--- src/rtl/matrix_port_arbiter.sv ---
// matrix_port_arbiter: shares one single-write-port, combinational-read
// register matrix between two requesters. After reset every entry is swept
// to INIT_DATA; afterwards requests are granted round-robin, one at a time,
// and each access returns the entry's contents as they were before it.
//
// Handshake: a request transfers in the cycle where reqN_valid and
// reqN_ready are both high (ready is only raised in IDLE for the granted
// requester, and fields are sampled only in that cycle). A response
// transfers in the cycle where rspN_valid and rspN_ready are both high;
// rspN_valid and rspN_rdata hold steady until then.
module matrix_port_arbiter #(
   parameter int                  DATA_LEN  = 32,
   parameter int                  ADDR_LEN  = 5,
   parameter logic [DATA_LEN-1:0] INIT_DATA = '0
) (
   input  logic                clk,
   input  logic                rst,
   input  logic                req0_valid,
   output logic                req0_ready,
   input  logic                req0_we,
   input  logic [ADDR_LEN-1:0] req0_addr,
   input  logic [DATA_LEN-1:0] req0_wdata,
   output logic                rsp0_valid,
   input  logic                rsp0_ready,
   output logic [DATA_LEN-1:0] rsp0_rdata,
   input  logic                req1_valid,
   output logic                req1_ready,
   input  logic                req1_we,
   input  logic [ADDR_LEN-1:0] req1_addr,
   input  logic [DATA_LEN-1:0] req1_wdata,
   output logic                rsp1_valid,
   input  logic                rsp1_ready,
   output logic [DATA_LEN-1:0] rsp1_rdata,
   output logic                m_wen,
   output logic [ADDR_LEN-1:0] m_addr,
   output logic [DATA_LEN-1:0] m_wdata,
   input  logic [DATA_LEN-1:0] m_rdata,
   output logic                init_done,
   output logic [1:0]          dbg_state
);

   localparam int ADDR_MAX = 2 ** ADDR_LEN;

   typedef enum logic [1:0] {
      ST_INIT = 2'd0,
      ST_IDLE = 2'd1,
      ST_RESP = 2'd2
   } state_t;

   state_t              r_state;
   state_t              w_next_state;
   logic [ADDR_LEN-1:0] r_init_cnt;
   logic                r_prio;
   logic                r_init_done;
   logic                r_rsp0_valid;
   logic                r_rsp1_valid;
   logic [DATA_LEN-1:0] r_rsp0_rdata;
   logic [DATA_LEN-1:0] r_rsp1_rdata;

   logic                w_init_last;
   logic                w_gnt;
   logic                w_gnt_id;
   logic                w_rsp_accept;

   assign w_init_last = (r_init_cnt == ADDR_LEN'(ADDR_MAX - 1));

   // Next state, grant selection and matrix port drive; all idle by default.
   always_comb begin
      w_next_state = r_state;
      w_gnt        = 1'b0;
      w_gnt_id     = 1'b0;
      w_rsp_accept = 1'b0;
      m_wen        = 1'b0;
      m_addr       = '0;
      m_wdata      = '0;
      req0_ready   = 1'b0;
      req1_ready   = 1'b0;
      case (r_state)
         ST_INIT: begin
            m_wen   = 1'b1;
            m_addr  = r_init_cnt;
            m_wdata = INIT_DATA;
            if (w_init_last) begin
               w_next_state = ST_IDLE;
            end
         end
         ST_IDLE: begin
            if (req0_valid || req1_valid) begin
               w_gnt = 1'b1;
               // On contention prio decides; otherwise the lone requester wins.
               w_gnt_id = (req0_valid && req1_valid) ? r_prio : req1_valid;
               if (w_gnt_id) begin
                  req1_ready = 1'b1;
                  m_addr     = req1_addr;
                  m_wen      = req1_we;
                  m_wdata    = req1_wdata;
               end else begin
                  req0_ready = 1'b1;
                  m_addr     = req0_addr;
                  m_wen      = req0_we;
                  m_wdata    = req0_wdata;
               end
               w_next_state = ST_RESP;
            end
         end
         ST_RESP: begin
            // Only the owner of the outstanding response can retire it.
            w_rsp_accept = r_rsp1_valid ? rsp1_ready : rsp0_ready;
            if (w_rsp_accept) begin
               w_next_state = ST_IDLE;
            end
         end
         default: begin
            w_next_state = ST_INIT;
         end
      endcase
   end

   // State, sweep counter, priority and response registers.
   always_ff @(posedge clk) begin
      if (rst) begin
         r_state      <= ST_INIT;
         r_init_cnt   <= '0;
         r_prio       <= 1'b0;
         r_init_done  <= 1'b0;
         r_rsp0_valid <= 1'b0;
         r_rsp1_valid <= 1'b0;
         r_rsp0_rdata <= '0;
         r_rsp1_rdata <= '0;
      end else begin
         r_state <= w_next_state;
         if (r_state == ST_INIT) begin
            r_init_cnt <= r_init_cnt + 1'b1;
            if (w_init_last) begin
               r_init_done <= 1'b1;
            end
         end
         if (w_gnt) begin
            // m_rdata still shows the pre-write contents in the grant cycle.
            if (w_gnt_id) begin
               r_rsp1_rdata <= m_rdata;
               r_rsp1_valid <= 1'b1;
            end else begin
               r_rsp0_rdata <= m_rdata;
               r_rsp0_valid <= 1'b1;
            end
            r_prio <= ~w_gnt_id;
         end
         if (w_rsp_accept) begin
            r_rsp0_valid <= 1'b0;
            r_rsp1_valid <= 1'b0;
         end
      end
   end

   assign rsp0_valid = r_rsp0_valid;
   assign rsp1_valid = r_rsp1_valid;
   assign rsp0_rdata = r_rsp0_rdata;
   assign rsp1_rdata = r_rsp1_rdata;
   assign init_done  = r_init_done;
   assign dbg_state  = r_state;

endmodule

--- config.mk ---
export PLATFORM = sky130hd
export DESIGN_NAME = matrix_port_arbiter
export DESIGN_NICKNAME = d
export VERILOG_FILES = /design/src/rtl/matrix_port_arbiter.sv
export SDC_FILE = /design/constraint.sdc
export NUM_CORES = 1
export LEC_CHECK = 0
export CAP_MARGIN = 20
export CORE_MARGIN = 4
export CORE_UTILIZATION = 34
export DETAILED_ROUTE_END_ITERATION = 10
export GPL_ROUTABILITY_DRIVEN = 0
export GPL_TIMING_DRIVEN = 0
export HOLD_SLACK_MARGIN = 0.15
export PLACE_DENSITY = 0.87
export SETUP_SLACK_MARGIN = 0.3
export SLEW_MARGIN = 20
export SYNTH_ARGS = -nofsm -noshare
export SYNTH_HDL_FRONTEND = slang
export SYNTH_SLANG_ARGS = --single-unit
--- constraint.sdc ---
create_clock -name clk -period 1.58 [get_ports clk]
set_clock_uncertainty 0.1 [all_clocks]
set_input_delay 0.158 -clock clk [delete_from_list [all_inputs] [get_ports clk]]
set_output_delay 0.158 -clock clk [all_outputs]
set_load 0.02 [all_outputs]
==> results of run 1 <==
## critical path, cell delays in order, from the launching register on
cell	delay, ns
dfxtp_4	0.36
nor2b_4	0.12
buf_6	0.12
buf_12	0.13
nand2_8	0.08
inv_12	0.06
clkbuf_16	0.16
a22o_4	0.25
buf_6	0.13
## registers in the layout (all words and copies together) (netlist names)
register	flops
init_done	1
rsp0_valid	1
r_init_cnt	5
rsp1_rdata	32
rsp0_rdata	32
dbg_state	2
rsp1_valid	1
r_prio	1
## how the worst max path moves through the flow
stage                  from          end  slack [ns]  cells past startpoint
5_1_grt        dbg_state[0]   req1_ready       -0.49                      8
3_5_place_dp     req0_valid  m_wdata[12]       -1.12                      7
2_1_floorplan  dbg_state[0]    m_addr[1]       -0.05                      6
4_1_cts        dbg_state[0]    m_addr[1]       -0.46                      7
3_3_place_gp     req1_valid  m_wdata[12]       -1.06                      7
6_report       dbg_state[0]  m_wdata[18]       -0.43                      8
## area by class of cell
class	instances	area, µm²	share of cell area
Clock inverter	6	70.07	0.009995
Inverter	2	27.53	0.003926
Timing Repair Buffer	257	2608	0.3719
Tap cell	136	170.2	0.02427
Sequential cell	75	1515	0.2161
Multi-Input combinational cell	245	2185	0.3116
Clock buffer	10	137.6	0.01963
Timing Repair inverter	1	6.256	0.0008924
Buffer	25	291.5	0.04158
## stage by stage
| stage | total power [µW] | TNS [ns] | instances | setup slack, ns |
|---|---|---|---|---|
| after floorplan | 2072 | -0.06545 | 347 | -0.04817 |
| after global placement | 2411 | -49.49 | 704 | -1.064 |
| after detailed placement | 2420 | -54.20 | 704 | -1.117 |
| after CTS | 3990 | -18.05 | 751 | -0.4595 |
| after global routing | 4095 | -27.16 | 757 | -0.4931 |
| final | 3959 | -22.24 | 757 | -0.4333 |
## repair_timing
action	4_1_cts	5_1_grt
cloned	6	1
hold buffers	0	0
pin swaps	16	8
resized for setup	480	56
setup buffers	25	5
endpoints found under the setup margin	168	148
## logic make-up after synthesis
| kind of cell | share of synthesized area |
|---|---|
| compound gates | 0.1205 |
| xor+xnor | 0.004864 |
| fa+ha+maj | 0.006946 |
| buf+inv | 0.05696 |
| flops | 0.4168 |
| mux | 0.1841 |
| simple gates | 0.2098 |
## cells in the final DEF (no fill, tap or decap), types with 2 or more instances in the layout
cell type	netlist	final
clkdlybuf4s50_1	0	110
nand2b_1	98	97
dfxtp_1	75	70
mux2i_1	64	63
buf_6	5	51
clkdlybuf4s15_2	0	30
a22o_4	0	22
clkbuf_2	0	22
buf_2	3	16
buf_4	3	15
buf_12	2	13
a22o_1	32	10
clkbuf_1	11	10
clkbuf_8	0	10
buf_8	1	6
nor2_1	6	6
a221o_1	5	5
a21oi_1	8	5
and2_1	5	4
buf_16	0	4
a21oi_2	0	3
nand2_1	3	3
o21ai_0	3	3
inv_6	0	3
dfxtp_4	0	3
mux2_2	2	2
nor2b_1	2	2
xnor2_1	2	2
o21a_1	2	2
ha_4	0	2
dlygate4sd2_1	0	2
dfxtp_2	0	2
## layer usage
layer	vias to the layer above	wire length [µm]
li1	1757	-
met1	1852	5897
met2	137	7933
met3	23	803
met4	0	232
met5	-	0
## power by group through the flow
stage	Clock [µW]	Sequential, µW	Combinational (µW)
CTS	1610	1900	485
global placement	0	1950	466
floorplan	0	1940	128
global route	1670	1900	525
detailed placement	0	1950	475
finish	1560	1900	496
==> impl_results.md, run 1 <==
* Worst setup SP type: flop
* Worst ir drop on vdd at approximately 0.65 mV
* Gr usage total at 0.2281
* Post-route cell area at roughly 7000 µm²
* Sw Ratio at 0.2384
* IO Pins at approximately 220
* Sequential share of the synthesized area at 0.4168
* Slew margin rel. at 0.6904
* Tcrit/Tclk final at 1.274
* R2r startpoint: dbg_state[0]
* Busiest layer in global routing: met2
* Share of the synthesized area in the top cell type at 0.4168
* CP Capture Type: primary output
* Grt met2 use at 0.4203
* Seq cells post-synth at between 70 and 80
* Die Area at roughly 12000 µm²
* Int Pwr at 3015 µW
* Async set-reset flop share out of synthesis at 0
* Worst r2r dst: rsp1_rdata[23]
* GRT overflow at 0
* Tmin final at between 2 and 2.5 ns
* Distinct cells, synth at 34
* Clock Path Buffers at 2
* Post-DP HPWL at 9902 µm
* Status: finished with violations
* Largest net degree at the start of global routing at 15
* Pins Over Slew Limit at 0
* Final Setup Violations at 84
* F_max at 496.7 MHz
* # fillers at 797
* EDFF count, synth at 0
* Power share of the combinational group at 0.125
* Clock sinks at 75
* RSZ-0062 raised after global routing: yes
* DR pass1 iterations at 6
* Max Cap Viol at 0
* Top cells by area, synth: dfxtp_1 42%, mux2i_1 18%, nand2b_1 17%
* GRT met1 Usage at 0.2662
* Vias/cell at 4.979
* NetSw at about 940 µW
* Count leader, synth: nand2b_1
* Power share of the clock group at 0.394
* DR iter-0 viols at 140
* Mapped cell area at around 3600 µm²
* Commonest cells in the netlist: 98 x nand2b_1, 75 x dfxtp_1, 64 x mux2i_1
* Clk_lat worst skew at around 0.35 ns
* Vias in the first global route at 3968
* Die Ht at roughly 110 µm
* R2r setup slk at -0.26 ns
* Hold Path Origin: rst
* CP required at 1.32 ns
* CTS tree: done
* Per-cell routed wire length at 19.64 µm
* Final hold violation count at 0
* R2R cell count at 9
* Nets at 732
* Initial core utilization at 0.3489
* Area Overhead vs Synth at 94.62%
* Die Width at 110.9 µm
* Via count at 3769
* Leakage Power at about 0.0030 µW
* First-pass GRT wire length at around 22000 µm
* Overall routed net length at ~15000 µm
* CP Max Fanout at 11
* Finished Core Util at 0.6791
* ANT cells at 0
* Violated checks: negative setup slack
* Mean post-synth cell area at just over 10 µm²
* Layout cells sized above 1 at 0.3591
* Root buf cell: clkbuf_8
* Clock buffer count from CTS at 9
* Final Worst Setup Slack at -0.4333 ns
* Flop pwr share at 0.480
* H-tree depth at 3
* Antenna violations before repair at 0
* Pwr Density at 564.7 nW/µm²
* Slew @ Worst Pin at 0.4643 ns
* Row count at 37
* Cell count after synthesis at around 350
* Area of the core at 10320 µm²
* Hold Crit Class: input port to flop
* WHS Path Cells at 3
* Synthesized net count at 463
* IO buf count at 221
* Synth Flop Type: dfxtp_1
* Hold Path End: rsp0_rdata[12]
* Post-route ant nets at 0
* Worst hold slack at 0.2394 ns
* Global routing usage on met3 at 0.05076
* CTS clock-pin slew for the worst setup and hold paths at 0.08 ns
* Post-place instance area at 6220 µm²
* Critical path data arrival time at ~1.8 ns
* Kind of critical path: flop to primary output
* Cell accounting for the most synthesized area: dfxtp_1
* DRC violations left at 0
* Ys Warns at 0
No activity file was read; power rests on OpenSTA's default activity.
==> run 2: changes to the inputs <==
- CORE_UTILIZATION: 34 -> 30
- PLACE_DENSITY: 0.87 -> 0.69
==> run 2 against run 1 <==
Effect of this change: utilization down 6.7 points; non-clock buffer count is 2 lower; first-iteration DRC count shrank 22%; the run still ends with negative setup slack left; final cell count grew 0.66%; register-to-register slack better by 0.02 ns; clock power up 37%.
==> impl_results.md, run 2 (synthesis results as in run 1) <==
* H-tree depth at 3
* Vias/cell at roughly 4.8
* Die Width at approximately 120 µm
* Row count at 39
* Clock buffer count from CTS at 9
* Total power at 4548 µW
* Slowest cell on the critical path: dfxtp_4
* Worst ir drop on vdd at around 0.46 mV
* Most frequent cells in the layout: 110 x clkdlybuf4s50_1, 98 x nand2b_1, 70 x dfxtp_1
* # fillers at between 900 and 1000
* Worst setup SP type: flop
* Status: finished with violations
* GRT overflow at 0
* IO Pins at about 220
* DR iter-0 viols at 109
* Gr usage total at 0.1958
* CP Capture Type: primary output
* Layout cells sized above 1 at 0.3005
* Leakage Power at around 0.003 µW
* Via count at 3620
* CP Max Fanout at 7
* Die Ht at 117.6 µm
* F_max at 505.4 MHz
* Violated checks: negative setup slack
* Tcrit/Tclk final at 1.252
* Sw Ratio at 0.2063
* Max Cap Viol at 0
* Clock sinks at 75
* Top delay family on crit path: buffers and inverters
* Slew @ Worst Pin at 0.4277 ns
* Tmin final at 1.979 ns
* R2R cell count at 9
* Dpl ws at -1.176 ns
* Levels on crit path at 7
* DR pass1 iterations at 4
* Kind of critical path: flop to primary output
* Slew margin rel. at 0.7149
* ANT cells at 0
* Clock Path Buffers at 2
* Area of the core at 11560 µm²
* WHS Path Cells at 3
* Largest net degree at the start of global routing at 13
* Flop pwr share at 0.418
* Critical path cell sequence: nor2b_4 > buf_6 > nand3_4 > inv_8 > buf_6 > a221o_1 > buf_6
* Initial core utilization at 0.3115
* Post-route ant nets at 0
* Nets at 730
* Critical path data arrival time at 1.72 ns
* Area Overhead vs Synth at 96.49%
* CTS clock-pin slew for the worst setup and hold paths at 0.06 ns
* Clk_lat worst skew at 0.32 ns
* First-pass GRT wire length at 21820 µm
* Hold Crit Class: input port to flop
* CP required at 1.32 ns
* Die Area at 13830 µm²
* RSZ-0062 raised after global routing: yes
* Final Worst Setup Slack at -0.3987 ns
* Pins Over Slew Limit at 0
* Final Setup Violations at 84
* Worst path max stage delay at 0.35 ns
* DRC violations left at 0
* Per-cell routed wire length at 18.71 µm
* Overall routed net length at 14260 µm
* Worst hold slack at 0.2124 ns
* Final hold violation count at 0
* Buf/Inv on CP at 4
* Vias in the first global route at 3894
* CTS tree: done
* Int Pwr at 3609 µW
* Root buf cell: clkbuf_16
* NetSw at roughly 940 µW
* Crit-path most repeated cell: buf_6
* Power share of the combinational group at 0.111
* Post-DP HPWL at between 10000 and 15000 µm
* Power share of the clock group at 0.471
* Pwr Density at around 640 nW/µm²
* Commonest non-fill, non-tap cell in the layout: clkdlybuf4s50_1
* Antenna violations before repair at 0
* IO buf count at 221
run 2: cell types whose count changed in the layout (fill, tap and decap cells not counted), moves of 6 or more:
cell,before,now
buf_2,16,3
clkbuf_16,1,10
clkbuf_2,22,28
clkbuf_8,10,0
clkdlybuf4s15_1,1,34
clkdlybuf4s15_2,30,3
run 2: final timing paths:
kind,slack [ns],startpoint,end
worst max-delay path,-0.40,dbg_state[0],m_addr[0]
worst min-delay path,0.21,req0_valid,r_prio
worst max register to register,-0.24,dbg_state[0],rsp1_rdata[17]
worst min register to register,0.37,rsp1_rdata[10],rsp1_rdata[10]
run 2: cell type report:
cell class              count  area [µm²]  share of cell area
inverters                   2       27.53            0.003889
repair inverters            1       8.758            0.001237
repair buffers            255        2571              0.3633
well taps                 143       178.9             0.02528
clock inverters             5       77.57             0.01096
multi-input cells         245        2183              0.3085
flip-flops and latches     75        1515              0.2141
plain buffers              25       282.8             0.03995
clock buffers              11       232.7             0.03288
run 2: worst register-to-register path, cell delays in order, from the launching register on:
cell and delay [ns]:
dfxtp_4 0.35, nor2b_4 0.13, buf_6 0.13, nand3_4 0.13
inv_8 0.15, buf_4 0.13, buf_4 0.11, buf_12 0.10
bufbuf_16 0.25, mux2i_1 0.17
run 2: routing by layer:
metal  global-route usage  vias up  share of wire
met5                    0        -              0
met4              0.04396        0          0.015
met2               0.3356      106           0.51
li1                     -     1754              -
met3              0.06199       20          0.054
met1               0.2407     1740           0.42
run 2: power by group through the flow:
stage | Clock, µW | Sequential (µW) | Combinational (µW)
floorplan | 0 | 1940 | 128
global placement | 0 | 1940 | 474
detailed placement | 0 | 1950 | 480
CTS | 2210 | 1900 | 497
global route | 2300 | 1900 | 535
finish | 2140 | 1900 | 504
run 2: stage by stage:
step	cell area, µm²	utilization	setup TNS (ns)	instances
finish	7078	0.6120	-18.71	762
global route	7078	0.6120	-23.14	762
CTS	6955	0.6014	-14.06	748
detailed placement	6228	0.5386	-57.54	711
global placement	6228	0.5386	-49.92	711
floorplan	3837	-	-0.06545	347
run 2: timing repair:
action | CTS | global route
buffers inserted | 17 | 12
pin swaps | 10 | 12
setup endpoints to repair | 171 | 169
hold buffers | 0 | 0
gates cloned | 4 | 2
resized for setup | 395 | 90
hold endpoints to repair | 0 | 0
